## config.mk

```make
export PLATFORM = sky130hd
export DESIGN_NAME = systolic_pe_mac
export DESIGN_NICKNAME = d
export VERILOG_FILES = /design/src/rtl/systolic_pe_mac.sv
export SDC_FILE = /design/constraint.sdc
export NUM_CORES = 1
export LEC_CHECK = 0
export ABC_AREA = 1
export ABC_CLOCK_PERIOD_IN_PS = 5800
export BUFFER_PORTS_ARGS = -buffer_cell sky130_fd_sc_hd__buf_2
export CORE_MARGIN = 2
export CORE_UTILIZATION = 52
export CTS_BUF_LIST = sky130_fd_sc_hd__clkbuf_16
export DETAILED_ROUTE_END_ITERATION = 10
export GPL_TIMING_DRIVEN = 1
export PLACE_DENSITY = 0.81
export SLEW_MARGIN = 0
export SYNTH_ARGS = -nofsm -noshare
export SYNTH_HDL_FRONTEND = slang
export SYNTH_SLANG_ARGS = --single-unit
```

## constraint.sdc

```tcl
create_clock -name clk30x -period 5.8 [get_ports clk30x]
set_clock_uncertainty 0.2 [all_clocks]
set_input_delay 0.58 -clock clk30x [delete_from_list [all_inputs] [get_ports clk30x]]
set_output_delay 0.58 -clock clk30x [all_outputs]
set_load 0.01 [all_outputs]
```

## src/rtl/systolic_pe_mac.sv

```systemverilog
// Systolic MAC processing element: sample * coef[tap_idx] added into a per-frame running sum; the accepted sample is forwarded to the next PE.
// Latency: handshake at edge k, out_valid/outputword after edge k+WORDLENGTH+1, x_out/x_valid after edge k; one sample per WORDLENGTH+2 cycles.
// Backpressure: in_ready is high only in IDLE, and in_valid is ignored while a product is in flight. There is no output stall.
//
// Ports:
//   clk30x, reset_n            clock and synchronous active-low reset (reset also clears the coefficient RAM)
//   inputword/in_valid/in_ready  sample input handshake
//   coef_we/coef_addr/coef_data  coefficient RAM write port; may be written in any state
//   outputword/out_valid/frame_done  running sum, update pulse, and end-of-frame pulse
//   tap_idx                    index of the next tap to be used
//   x_out/x_valid              forwarded sample and its update pulse
module systolic_pe_mac #(
  parameter int WORDLENGTH = 16,
  parameter int NTAPS      = 8,
  parameter int AW         = $clog2(NTAPS)
) (
  input  logic                  clk30x,
  input  logic                  reset_n,
  input  logic [WORDLENGTH-1:0] inputword,
  input  logic                  in_valid,
  output logic                  in_ready,
  input  logic                  coef_we,
  input  logic [AW-1:0]         coef_addr,
  input  logic [WORDLENGTH-1:0] coef_data,
  output logic [WORDLENGTH-1:0] outputword,
  output logic                  out_valid,
  output logic                  frame_done,
  output logic [AW-1:0]         tap_idx,
  output logic [WORDLENGTH-1:0] x_out,
  output logic                  x_valid
);

  localparam int W  = WORDLENGTH;
  localparam int CW = $clog2(WORDLENGTH);

  // Saturation bounds, expressed in the two-guard-bit sum width.
  localparam logic signed [W+1:0] SUM_MAX = {3'b000, {(W-1){1'b1}}};
  localparam logic signed [W+1:0] SUM_MIN = {3'b111, {(W-1){1'b0}}};

  typedef enum logic [1:0] {IDLE, MULT, ACC} state_t;

  state_t                state, state_nxt;
  logic [W-1:0]          coef [NTAPS];
  logic [W+1:0]          mcand;     // 2*|a|, pre-doubled so the final shift is W-1
  logic [W-1:0]          mplier;    // |b|, consumed LSB first
  logic [W+1:0]          acc;       // partial product, right-shifted each step
  logic                  neg;
  logic [CW-1:0]         bit_cnt;

  logic                  hs;
  logic                  last_tap;
  logic [W-1:0]          b_sel;
  logic [W-1:0]          a_mag;
  logic [W-1:0]          b_mag;
  logic signed [W+1:0]   p_ext;
  logic signed [W+1:0]   base_ext;
  logic signed [W+1:0]   sum_ext;
  logic [W-1:0]          sum_sat;

  // Next-state logic and the ready output.
  always_comb begin
    state_nxt = state;
    in_ready  = 1'b0;
    case (state)
      IDLE: begin
        in_ready = 1'b1;
        if (in_valid) state_nxt = MULT;
      end
      MULT: if (bit_cnt == CW'(W - 1)) state_nxt = ACC;
      ACC:  state_nxt = IDLE;
      default: state_nxt = IDLE;
    endcase
  end

  assign hs       = in_valid & in_ready;
  assign last_tap = (tap_idx == AW'(NTAPS - 1));
  assign b_sel    = coef[tap_idx];
  // Magnitude of the most negative value is 2^(W-1), which still fits in W unsigned bits.
  assign a_mag    = inputword[W-1] ? (~inputword + W'(1)) : inputword;
  assign b_mag    = b_sel[W-1]     ? (~b_sel + W'(1))     : b_sel;

  // Product and saturating sum. The product magnitude reaches 2^(W-1) only for (-1)*(-1).
  // The clamp below covers that case together with accumulation overflow.
  always_comb begin
    p_ext    = neg ? -$signed(acc) : $signed(acc);
    base_ext = (tap_idx == '0) ? '0 : {{2{outputword[W-1]}}, outputword};
    sum_ext  = base_ext + p_ext;
    if (sum_ext > SUM_MAX)      sum_sat = SUM_MAX[W-1:0];
    else if (sum_ext < SUM_MIN) sum_sat = SUM_MIN[W-1:0];
    else                        sum_sat = sum_ext[W-1:0];
  end

  always_ff @(posedge clk30x) begin
    if (!reset_n) begin
      state      <= IDLE;
      outputword <= '0;
      out_valid  <= 1'b0;
      frame_done <= 1'b0;
      tap_idx    <= '0;
      x_out      <= '0;
      x_valid    <= 1'b0;
      mcand      <= '0;
      mplier     <= '0;
      acc        <= '0;
      neg        <= 1'b0;
      bit_cnt    <= '0;
      for (int i = 0; i < NTAPS; i++) coef[i] <= '0;
    end else begin
      state      <= state_nxt;
      out_valid  <= 1'b0;
      frame_done <= 1'b0;
      x_valid    <= 1'b0;
      // Operands are captured from the pre-write RAM contents, so a same-cycle write to the same tap does not affect this sample.
      if (coef_we && (int'(coef_addr) < NTAPS)) coef[coef_addr] <= coef_data;
      case (state)
        IDLE: if (hs) begin
          mcand   <= {1'b0, a_mag, 1'b0};
          mplier  <= b_mag;
          acc     <= '0;
          neg     <= inputword[W-1] ^ b_sel[W-1];
          bit_cnt <= '0;
          x_out   <= inputword;
          x_valid <= 1'b1;
        end
        MULT: begin
          // Discarding the LSB on every step floors exactly, so after W steps acc = floor(|a|*|b| / 2^(W-1)).
          acc     <= (acc + (mplier[0] ? mcand : '0)) >> 1;
          mplier  <= mplier >> 1;
          bit_cnt <= bit_cnt + CW'(1);
        end
        ACC: begin
          outputword <= sum_sat;
          out_valid  <= 1'b1;
          frame_done <= last_tap;
          tap_idx    <= last_tap ? '0 : tap_idx + AW'(1);
        end
        default: ;
      endcase
    end
  end

endmodule

```

**Word level (Yosys, flattened, before mapping)**

Memory sizes are Yosys's and may differ from the RTL's. A register that Yosys moved wholly into a read port is not among the register bits.
Index checks and enable logic that the tools add are counted.

- Register bits: 95
- RAM bits: 128
- Input bits: 39
- Word-level logic and storage cells: 71
- Memories: 1

Memory list:

| name | depth | bits a word | read ports | clocked after memory_dff | wr ports | line | source |
|---|---|---|---|---|---|---|---|
| coef | 8 | 16 | 1 | 1 | 8 | 43 | `logic [W-1:0] coef [NTAPS];` |

- $add $sub $neg: 7
- $lt $le $gt $ge: 2
- Eq/ne operators: 7
- Multiplexer cells: 29
- Bitwise logic cells: 4
- Reductions and logical operators: 9

Operator list:

| kind | number |
|---|---|
| $mux W16 | 6 |
| $mux W18 | 3 |
| $pmux W18 S2 | 1 |
| $add A16 B1 Y16 const B | 2 |
| $not A16 Y16 | 2 |
| $pmux W16 S2 | 1 |
| $add A18 B17 Y18 | 1 |
| $add A18 B18 Y18 | 1 |
| $gt A18 B16 Y1 const B | 1 |
| $lt A18 B16 Y1 const B | 1 |
| $neg A18 Y18 | 1 |
| $mux W17 | 1 |
| $reduce_or A16 Y1 | 1 |
| $mux W3 | 4 |
| $reduce_and A2 Y1 | 5 |
| $mux W1 | 8 |
| $pmux W4 S2 | 1 |
| $ne A2 B2 Y1 const B | 3 |
| $add A4 B1 Y4 const B | 1 |
| $eq A4 B4 Y1 const B | 1 |
| $mux W2 | 2 |
| $mux W4 | 1 |
| $pmux W2 S2 | 1 |
| $add A3 B1 Y3 const B | 1 |
| other kinds (8) | 8 |

**Depth between registers and ports, before layout**

- Depth after elaboration: 6
- Gate-level depth with buffers: 23
- Depth with buffers taken out: 22

**Least setup slack after synthesis**

No wires, ideal clock.

- Kind: register -> register
- From: register acc[1]
- To: register outputword[10]
- Setup time: 122 ps
- Arrival: 2,865 ps
- Required time: 5,478 ps
- Path slack: 2,613 ps
- Stages on the path, launching flop included: 21
- Path buffers: 1
- Path through: dfxtp_1 > inv_1 > ha_1 > nand3_1 > o31ai_1 > nand2_1 > nor2_1 > nand2_1 > nor2_1 > xnor2_1 > ha_1 > nand2_1 > nor4_1 > nand2_1 > nand2_2 > inv_1 > nand2_1 > nand2_2 > a21oi_4 > buf_6 > a21oi_2

- Word-level cells in the longest chain between the ends: 6
- Elaborated cells on any way between the ends: 7
- Those cells by class: add/sub (2); order compare (2); mux (3)

Ends and longest elaborated chain:

| what | line | source |
|---|---|---|
| start, declared | 46 | `logic [W+1:0] acc;` |
| start signal, assigned | 127 | `acc <= (acc + (mplier[0] ? mcand : '0)) >> 1;` |
| $neg A18 Y18 | 85 | `p_ext = neg ? -$signed(acc) : $signed(acc);` |
| $mux W18 * | 85 |  |
| $add A18 B18 Y18 * | 87 | `sum_ext = base_ext + p_ext;` |
| $lt A18 B16 Y1 | 89 | `else if (sum_ext < SUM_MIN) sum_sat = SUM_MIN[W-1:0];` |
| $mux W16 | 89 |  |
| $mux W16 * | 88 | `if (sum_ext > SUM_MAX) sum_sat = SUM_MAX[W-1:0];` |
| end signal, assigned | 132 | `outputword <= sum_sat;` |
| end, declared | 25 | `output logic [WORDLENGTH-1:0] outputword,` |

Every way passes the cells marked *; elsewhere a longest branch is shown, timed or not.
A chain may end at the register's enable or synchronous reset.

**Worst setup path after layout**

- From: register acc[1]
- To: register outputword[3]

Same word-level chain as after synthesis.

==> flow_summary.rst <==
.. list-table::
   :header-rows: 1

   * - Metric
     - Value
   * - Final period demand of the worst path
     - 3.777 ns
   * - Peak Freq
     - approximately 260 MHz
   * - CTS resizes
     - 0
   * - Gr ovfl total
     - 0
   * - Number of warnings printed during yosys synthesis
     - 0
   * - Number of violations of the max-capacitance limit
     - 0
   * - Compound-gate portion of the synthesized area
     - 0.1050
   * - Cell with the largest stage delay on the worst path
     - a21oi_4
   * - DR pass1 iterations
     - 5
   * - Share of cell area taken by muxes after synthesis
     - 0
   * - Sum of negative setup slack
     - 0 ns
   * - Main synth FF type
     - edfxtp_1
   * - Fraction of registers with async set/reset
     - 0
   * - Clock transition at path regs
     - 0.06 ns
   * - Relative max-transition margin
     - 0.3526
   * - Cell Chain, Critical Path
     - inv_1, ha_1, nand3_1, o31ai_1, nand2_1, nor2_1, nand2_1, nor2_1, xnor2_1, ha_1, nand2_1, nor4_1, nand2_1, nand2_2, inv_1, nand2_1, nand2_2, a21oi_4, a21oi_1
   * - Post-DP HPWL
     - roughly 21 mm
   * - Fill cell count
     - 2,150
   * - Global routing usage on met3
     - 0.02738
   * - Simple-gate area share of the yosys netlist
     - 0.2817
   * - Number of buffers created by CTS
     - 25
   * - Syn Inst Count
     - between 1,500 and 2,000
   * - Area of all placed cells without fillers
     - 14,110 um^2
   * - Area after detailed placement
     - about 13,000 um^2
   * - Post-Synth XOR/XNOR Area
     - 0.02197
   * - Number of buffers on the longest clock path
     - 3
   * - Startpoint type of the worst setup path
     - flip-flop
   * - Fraction of layout cells with a size suffix above 1
     - 0.1045
   * - Number of nets at the end of the flow
     - ~1,800
   * - Net count after synthesis
     - 1,773
   * - Overall Global Routing Usage
     - 0.2497
   * - Ratio of final minimum period to clock period
     - 0.6511
   * - Remaining routing DRC violations
     - 0
   * - Peak supply drop
     - ~0.33 mV
   * - Grt met1 use
     - 0.2963
   * - Pin slew with the least headroom to its limit
     - 0.9688 ns
   * - Die Y
     - ~160 um
   * - Setup Fix Bufs, Post-CTS
     - 0
   * - Wirelength, routed
     - roughly 32 mm
   * - Ant diodes
     - 0
   * - Arrival time at the worst endpoint
     - 3.97 ns
   * - Maximum cell stage delay along the critical path
     - between 0.4 and 0.5 ns
   * - Yosys cell types
     - 49
   * - Vias in the first global route
     - 10,991
   * - Largest fanout on the critical path
     - 15
   * - Violation count after the first detailed-route iteration
     - about 910
   * - Largest family of logic cells by synthesized area
     - simple AND/OR/NAND/NOR gates
   * - Number of placement rows
     - 57
   * - Area grow syn2layout
     - 10.58%
   * - Final core occ
     - 0.5836
   * - Class of the tightest hold or removal check
     - in2reg
   * - Sequential share of the synthesized area
     - 0.4519
   * - Pleak
     - between 6 and 7 nW
   * - IO buf count
     - a little under 80
   * - Max-slew violations
     - 0
   * - Path type of the worst setup path
     - reg2reg
   * - Delay-heaviest family, CP
     - simple AND/OR/NAND/NOR gates
   * - Vias
     - ~11,000
   * - Initial antenna violation count
     - 0
   * - Clock latency reported for the late side of the worst-skew pair
     - roughly 0.54 ns
   * - RSZ-0062 raised after global routing
     - no
   * - Crit path buf inv count
     - 2
   * - Number of primary I/O pins
     - ~80
   * - Placeable Area
     - ~24,000 um^2
   * - First-pass GRT wire length
     - about 53 mm
   * - Final weighted congestion in routability-driven placement
     - 0.9044
   * - Antenna-violating nets left
     - 0
   * - Number of hold buffers added after cts
     - 0
   * - Most used cell, CP
     - nand2_1
   * - Syn Area/Cell
     - approximately 7.5 um^2
   * - Adder-cell share of the synthesized area
     - 0.04236
   * - Commonest cells after routing, fill and taps aside
     - nand2_1 (390), nor2_1 (269), inv_1 (235)
   * - Layer with the highest usage after global routing
     - met2
   * - Synthesized flop and latch total
     - ~220
   * - Status
     - completed
   * - Most frequent standard cell in the layout excluding fill and tap cells
     - nand2_1
   * - Die Footprint
     - around 26,000 um^2
   * - Finish-stage setup viols
     - 0
   * - Met2 GRT Util
     - 0.4677
   * - CTS tree
     - yes
   * - Syn Std Cell Area
     - ~13,000 um^2
   * - CP required
     - 5.99 ns
   * - Count of endpoints failing hold in the final timing report
     - 0
   * - CP endpoint kind
     - flip-flop
   * - Die width
     - ~160 um
   * - Pwr/cell area
     - ~260 nW/um^2
   * - Routed vias/inst
     - ~5.4
   * - Drt wl/cell
     - between 15 and 20 um
   * - Initial cell density of the core
     - 0.5278
   * - Pin count of the biggest net entering global routing
     - 73
   * - H-tree depth reported by CTS
     - 1
   * - Clock sinks
     - 224
   * - CTS root buffer
     - clkbuf_16
   * - Number of enable flip-flop cells after synthesis
     - 128
## path summary, 6_finish.rpt
path              slack, ns             to  depth (start not counted)          from
setup / recovery       2.02  outputword[3]                         19        acc[1]
hold reg to reg        0.26      x_out[13]                          2     x_out[13]
setup reg to reg       2.02  outputword[3]                         19        acc[1]
hold / removal         0.13       x_out[3]                          3  inputword[3]
## state kept, by name, indices dropped and copies added, names as in the netlist, 2 cells and up, named ones only
signal      count
mcand          15
tap_idx         3
state           2
acc            17
coef          128
outputword     16
bit_cnt         4
mplier         16
x_out          16
## where the power goes
part           total [mW]  switching [mW]  internal, mW  leakage [nW]
combinational       0.324           0.225        0.0984          4.29
clock                1.56           0.649         0.915         0.416
sequential           1.81          0.0366          1.77          2.01
total                3.69           0.911          2.78          6.71
## per-layer routing
metal	share of wire	vias to the layer above
met5	0	-
met4	0.033	0
met3	0.066	87
met2	0.51	418
met1	0.39	5183
li1	-	5564
## area by class of cell
| cell class | count | area, um^2 | area share |
|---|---|---|---|
| Sequential cell | 224 | 5767 | 0.4087 |
| Multi-Input combinational cell | 1167 | 5761 | 0.4083 |
| Timing Repair Buffer | 92 | 498.0 | 0.03529 |
| Clock buffer | 25 | 625.6 | 0.04434 |
| Inverter | 234 | 883.3 | 0.06261 |
| Clock inverter | 18 | 170.2 | 0.01206 |
| Tap cell | 324 | 405.4 | 0.02873 |
## worst reg2reg max path, stage by stage (launching register included)
cell	delay [ns]
dfxtp_1	0.33
inv_1	0.09
ha_1	0.18
nand3_1	0.11
o31ai_1	0.31
nand2_1	0.16
nor2_1	0.18
nand2_1	0.10
nor2_1	0.12
xnor2_1	0.09
ha_1	0.36
nand2_1	0.11
nor4_1	0.28
nand2_1	0.11
nand2_2	0.08
inv_1	0.05
nand2_1	0.08
nand2_2	0.08
a21oi_4	0.47
a21oi_1	0.15
## cell families (layout without fill, tap and decap cells)
kind of cell	after synthesis	in the layout
xor gates and xnor gates	32	32
DFF	224	224
AOI/OAI and AO/OA	230	230
adders and majority gates	42	42
and+or+nand+nor	863	863
buffers and inverters	301	369
## synthesized netlist by cell type, types with 3 or more instances
cell | n | area [um^2]
buf_1 | 4 | 15.01
buf_2 | 14 | 70.07
edfxtp_1 | 128 | 3844
nand3_2 | 8 | 80.08
buf_4 | 7 | 52.55
o21bai_1 | 5 | 37.54
o211ai_1 | 6 | 45.04
o21ai_1 | 11 | 55.05
o22ai_1 | 4 | 25.02
ha_1 | 40 | 500.5
nor2_2 | 7 | 43.79
o21ai_0 | 79 | 395.4
nand3b_1 | 4 | 30.03
nand2_2 | 16 | 100.1
or2_2 | 5 | 31.28
nor3_1 | 11 | 55.05
nand2_1 | 390 | 1464
dfxtp_1 | 96 | 1922
a21oi_1 | 75 | 375.4
a21oi_2 | 11 | 96.34
o31ai_1 | 7 | 52.55
xor2_1 | 22 | 192.7
xnor2_1 | 10 | 87.58
a21boi_0 | 7 | 52.55
nand4_1 | 7 | 43.79
nor2_1 | 271 | 1017
inv_2 | 4 | 15.01
inv_1 | 228 | 855.8
buf_6 | 5 | 56.30
a21o_1 | 3 | 22.52
clkbuf_1 | 35 | 131.4
a22oi_1 | 7 | 52.55
nand3_1 | 140 | 700.7
## per-stage QoR
stage          setup WS [ns]  instances  total power, mW  hold WS (ns)
2_1_floorplan          2.613       1692            2.053        0.2436
3_3_place_gp           2.184       2041            2.146        0.2488
3_5_place_dp           2.048       2041            2.158        0.2562
4_1_cts                2.034       2084            3.701        0.1325
5_1_grt                1.637       2084            3.816        0.1583
6_report               2.023       2084            3.694        0.1265
No activity file was read; power rests on OpenSTA's default activity.
